$ cat src/rtl/switch_debounce_scanner.sv
// switch_debounce_scanner: 2-FF sync, per-bit debounce and edge strobes for the slide switches.
// Edge strobes are built only when SW_EDGE_DETECT_EN is defined; otherwise they are tied to 0.
module switch_debounce_scanner #(
    parameter int N_SW            = 10,
    parameter int DEBOUNCE_CYCLES = 1000000
) (
    input  logic            CLOCK_50,
    input  logic            RST,
    input  logic [N_SW-1:0] SW,
    output logic [N_SW-1:0] sw_stable,
    output logic [3:0]      hex_lo,
    output logic [3:0]      hex_hi,
    output logic [N_SW-1:0] sw_rise,
    output logic [N_SW-1:0] sw_fall,
    output logic            update
);
    localparam int CNT_W = $clog2(DEBOUNCE_CYCLES + 1);
    localparam logic [CNT_W-1:0] CNT_TERM = CNT_W'(DEBOUNCE_CYCLES - 1);

    logic [N_SW-1:0]  meta_q, sync_q, stable_q, stable_d;
    logic [CNT_W-1:0] cnt_q [N_SW];
    logic [CNT_W-1:0] cnt_d [N_SW];

    // A match clears the count, so any partial glitch is forgotten.
    always_comb begin
        stable_d = stable_q;
        for (int i = 0; i < N_SW; i++) begin
            cnt_d[i]    = (sync_q[i] == stable_q[i] || cnt_q[i] == CNT_TERM) ? '0 : cnt_q[i] + CNT_W'(1);
            stable_d[i] = (sync_q[i] != stable_q[i] && cnt_q[i] == CNT_TERM) ? sync_q[i] : stable_q[i];
        end
    end

    always_ff @(posedge CLOCK_50) begin
        if (RST) begin
            meta_q   <= '0;
            sync_q   <= '0;
            stable_q <= '0;
            cnt_q    <= '{default: '0};
        end else begin
            meta_q   <= SW;
            sync_q   <= meta_q;
            stable_q <= stable_d;
            cnt_q    <= cnt_d;
        end
    end

    assign sw_stable = stable_q;
    assign hex_lo    = stable_q[3:0];
    assign hex_hi    = stable_q[7:4];

`ifdef SW_EDGE_DETECT_EN
    logic [N_SW-1:0] rise_q, fall_q;
    logic            update_q;

    always_ff @(posedge CLOCK_50) begin
        if (RST) begin
            rise_q   <= '0;
            fall_q   <= '0;
            update_q <= 1'b0;
        end else begin
            rise_q   <= stable_d & ~stable_q;
            fall_q   <= ~stable_d & stable_q;
            update_q <= |(stable_d ^ stable_q);
        end
    end

    assign sw_rise = rise_q;
    assign sw_fall = fall_q;
    assign update  = update_q;
`else
    assign sw_rise = '0;
    assign sw_fall = '0;
    assign update  = 1'b0;
`endif
endmodule

$ cat config.mk
export PLATFORM = sky130hd
export DESIGN_NAME = switch_debounce_scanner
export DESIGN_NICKNAME = d
export VERILOG_FILES = /design/src/rtl/switch_debounce_scanner.sv
export SDC_FILE = /design/constraint.sdc
export NUM_CORES = 1
export LEC_CHECK = 0
export ABC_AREA = 1
export CAP_MARGIN = 15
export CORE_ASPECT_RATIO = 1.1
export CORE_MARGIN = 2
export CORE_UTILIZATION = 50
export CTS_CLUSTER_DIAMETER = 40
export DETAILED_ROUTE_END_ITERATION = 7
export HOLD_SLACK_MARGIN = 0.02
export PLACE_DENSITY_LB_ADDON = 0.2
export SYNTH_ARGS = -nofsm -noshare
export SYNTH_HDL_FRONTEND = slang
export SYNTH_SLANG_ARGS = --single-unit
$ cat constraint.sdc
create_clock -name CLOCK_50 -period 2 [get_ports CLOCK_50]
set_clock_uncertainty 0.05 [all_clocks]
set_input_delay 0.3 -clock CLOCK_50 [delete_from_list [all_inputs] [get_ports CLOCK_50]]
set_output_delay 0.3 -clock CLOCK_50 [all_outputs]
set_load 0.02 [all_outputs]
== Word level (Yosys, flattened, before mapping) ==
Cells that the tools add are included.
Storage, ports and cells
  register bits: 230
  latch bits: 0
  RAM bits: 0
  bits in read-only memories: 0
  input port bits: 12
  output and inout port bits: 39
  word-level logic and storage cells: 92
  memories kept: 0
Cells by class
  add/subtract/negate cells: 10
  $mul: 0
  divide/modulo/power cells: 0
  order comparisons: 0
  eq/ne operators: 30
  shift-type cells: 0
  mux-type cells: 0
  bitwise operators: 0
  reduce and logical (&&, ||, !) cells: 30
Operator list (count)
  20-bit by 1-bit adder with 20-bit output (second input constant): 10
  20-bit == test (second input constant): 10
  2-bit OR reduction: 10
  1-bit == test: 10
  1-bit logical AND: 10
  1-bit logical OR: 10
  1-bit inequality test: 10

== Depth between registers and ports, before layout ==
  depth after elaboration: 3
  depth in mapped cells: 9

== Worst setup path after synthesis ==
OpenSTA, ideal clock, no wires.
  path type: reg-to-reg
  from: register cnt_q[80] (netlist bit)
  to: register cnt_q[91] (netlist bit)
  setup time: 115 ps
  arrival: 1314 ps
  data required time: 1835 ps
  slack: 521 ps
  cell stages (with the launch flop): 8
  buffers on the path: 1
  cell sequence: dfxtp_1 ha_1 nand3_2 nor2_1 nand3_2 nand2_4 buf_6 nor2_1
Between the ends
  cells in the longest elaborated chain, start to end: 3
Ends and longest elaborated chain
  from (decl): RTL line 21  | logic [CNT_W-1:0] cnt_q [N_SW];
  from (signal assigned): RTL line 43  | cnt_q <= cnt_d;
  parallel branches: the longest is 3 deep, another holds 20-bit by 1-bit adder with 20-bit output
Parallel ways; which one is timed is not known.
A chain may end at the register's enable or synchronous reset.

== Worst setup path in the final report ==
  from: register stable_q[3] (netlist: sw_stable[3])
  to: output port hex_lo[3]
RTL lines
  from (decl): RTL line 20  | logic [N_SW-1:0] meta_q, sync_q, stable_q, stable_d;
  from (signal assigned): RTL line 42  | stable_q <= stable_d;
  to (decl): RTL line 11  | output logic [3:0] hex_lo,
No word-level cell between the ends.

==> results.yml <==
global_route:
  grt_pass1_vias: 9068
  grt-ovfl-total: 0
  gr-usage-all-layers_pct: 18.9
  grt_pass1_wl_mm: 38.8
  grt_max_degree: 21
  antenna_found_initial: 0
sta:
  min_period_ns: 1.93
  setup_viol: 0
  period_share_pct: 96.6
  fmax_mhz: 518
  rsz0062_at_grt: "no"
  fin_tns_setup_ns: 0
  hold_violations: 0
  slew_violations: 0
  finalWorstSetupSlack_ns: 0.0682
logic_synthesis:
  synth_xor_area_share_pct: 7.69
  synth_common_cells: "nor2_1 (421), nand2_1 (395), dfxtp_1 (230)"
  seq_area_frac_synth_pct: 40.5
  synthSimpleGateAreaFrac_pct: 37.6
  syn_area_um2: 11400
  ys_seq_elements: 230
  synthMuxAreaShare_pct: 0
  async_flop_share_pct: 0
  synth_cells: 1663
  synth_area_leaders: "dfxtp_1 (40%), nor2_1 (14%), nand2_1 (13%)"
  yosys_warnings: 0
  synth_top_family_by_area: "simple AND/OR/NAND/NOR gates"
  synth_top_area_share_pct: 40.5
  syn_area_per_cell_um2: 6.84
  synth_ff_type: "dfxtp_1"
  synth_top_cell_by_area: "dfxtp_1"
  synth_compound_gate_area_share_pct: 4.81
  synth.most_common_cell: "nor2_1"
  synthAdderAreaFrac_pct: 1.10
  ys_types: 33
  synth_edf_count: 0
cells_and_area:
  fin_nets: 1735
  area_growth_pct: 15.1
  drive_gt1_share_pct: 7.36
  insertedDiodeCount: 0
  fin_cells: 2035
  fillCellCount: 2155
  multi_input_area_um2: 5910
  seq_area_um2: 4600
critical_path:
  r2r-end: "cnt_q[189]"
  path_max_fanout: 4
  timing.rr.start: "cnt_q[180]"
  cpPeakStageDelay_ns: 0.64
  cp-start-kind: "flip-flop"
  critPathKind: "reg -> out"
  ff2ff_path_depth: 6
  rrSetupSlack_ns: 0.33
  critPathArrivalTime_ns: 1.58
  cp.required_ns: 1.65
  cp_top_family: "buffers and inverters"
  worstPathCellList: "clkdlybuf4s50_1"
  crit_buf_inv: 1
  slowest_stage: "clkdlybuf4s50_1"
  endpoint_kind: "output pin"
clocking:
  h-tree-depth: 2
  cts_resized: 0
  hold_buffers: 0
  clock-sinks: 230
  clk_pin_slew_ns: 0.05
  cts_tree: "done"
  root_buffer: "clkbuf_16"
  cts_made_buffers: 36
  clockBufferDepth: 3
  cts_setup_buffers: 0
  clk_latency_ns: 0.51
route:
  drt_iter0_markers: 506
  vias_per_cell: 4.79
  drt_wl_total_mm: 21.8
  vias: 9738
  drc_errors: 0
  postRouteAntennaNets: 0
  wire_per_inst_um: 10.7
  detail_route.first_pass.iterations: 6
die:
  core_area_um2: 22300
  io_pins: 51
  num_rows: 57
  die_area_um2: 24000
  fp.dieH_um: 162
  start_util_pct: 51.2
  dieWidth_um: 148
pwr:
  p_sw_share_pct: 22.6
  pwr-share-seq_pct: 42.5
  p_leak_nw: 4.28
  p_comb_share_pct: 1.5
  intPower_mw: 8.41
  switchingPower_mw: 2.46
  pwr_density_cell_nw_per_um2: 829
  clkPwrFrac_pct: 56.0
  power.total_mw: 10.9
  ir_drop_v: 0.000649
min_path:
  holdPathEnd: "meta_q[1]"
  hp-class: "in -> reg"
  min-delay-start: "SW[1]"
  min_delay_path_depth: 3
run_status:
  status: "complete, no violations"
placement:
  dp_hpwl_mm: 15.7
  dp.cells: 1970
  place_congestion: 0.914
  port_buffers: 29
  place_ws_ns: 0.261
job:
  maxCapViolCount: 0
## per-stage QoR
stage	utilization [%]	hold WS (ns)	instance area, um2
finish	58.9	0.254	13100
global placement	53.5	0.339	11900
global route	58.9	0.249	13100
CTS	58.9	0.236	13100
detailed placement	53.5	0.346	11900
floorplan	-	0.338	11500
## layout by cell type (no fill, tap or decap), types with 2 or more instances in the layout
cell type | Yosys | final
nand3b_1 | 14 | 14
nand3_1 | 91 | 91
dlymetal6s2s_1 | 0 | 2
o21bai_1 | 11 | 11
clkinvlp_4 | 0 | 3
xor2_1 | 56 | 56
o21ai_0 | 18 | 18
nor2_1 | 421 | 421
buf_4 | 36 | 6
nand2_4 | 4 | 4
buf_12 | 0 | 5
and2_1 | 4 | 4
or2_0 | 10 | 10
xnor2_1 | 44 | 44
inv_8 | 0 | 2
inv_1 | 155 | 155
clkinv_4 | 0 | 6
nor2_4 | 4 | 4
ha_1 | 10 | 10
nand2_1 | 395 | 395
nor3_1 | 5 | 5
a21oi_1 | 72 | 72
dfxtp_1 | 230 | 230
nand2_2 | 9 | 9
nor2_2 | 15 | 15
nand3_2 | 9 | 9
or2_2 | 9 | 9
clkbuf_16 | 0 | 37
nand4_1 | 23 | 23
clkinv_2 | 0 | 3
conb_1 | 1 | 21
clkbuf_8 | 0 | 4
clkdlybuf4s50_1 | 0 | 27
inv_6 | 0 | 8
## area by class of cell
cell class / instances / share of cell area [%]
multi-input combinational: 1249 / 45.1
sequential: 230 / 35.1
clock buffer: 42 / 7.51
inverter: 156 / 4.47
timing repair buffer: 40 / 3.36
tap: 295 / 2.82
clock inverter: 23 / 1.62
## worst max path at each step
| stage | start | to | slack (ns) | depth (start not counted) |
|---|---|---|---|---|
| after floorplan | cnt_q[80] | cnt_q[91] | 0.52 | 7 |
| after global placement | RST | cnt_q[198] | 0.29 | 5 |
| after detailed placement | RST | cnt_q[193] | 0.26 | 5 |
| after CTS | sw_stable[6] | hex_hi[2] | 0.02 | 1 |
| after global routing | sw_stable[4] | hex_hi[0] | 0.01 | 1 |
| final | sw_stable[3] | hex_lo[3] | 0.07 | 1 |
## power groups by stage
| stage | clock (mW) | sequential [mW] | combinational, mW |
|---|---|---|---|
| 5_1_grt | 6.46 | 4.62 | 0.185 |
| 2_1_floorplan | 0 | 4.72 | 0.147 |
| 6_report | 6.08 | 4.62 | 0.164 |
| 3_5_place_dp | 0 | 4.72 | 0.167 |
| 3_3_place_gp | 0 | 4.72 | 0.166 |
| 4_1_cts | 6.23 | 4.62 | 0.167 |
## cell families (layout without fill, tap and decap cells)
family,after synthesis,count (layout)
adders and majority gates,10,10
and+or+nand+nor,1015,1015
xor gates and xnor gates,100,100
other,1,21
buffers and inverters,204,261
DFF,230,230
AOI/OAI and AO/OA,103,103
## flip-flops by register name (all words and copies together) (netlist names)
signal     cells
sw_stable     10
cnt_q        200
meta_q        10
sync_q        10
## per-layer routing
layer,GRT usage [%],vias to the layer above,wire [um]
met5,0,-,0
met4,7.40,0,597
met3,3.54,43,839
met2,32.7,152,10100
met1,23.4,4322,10200
li1,-,5221,-
Note: power is estimated with default switching activity, not from simulation.
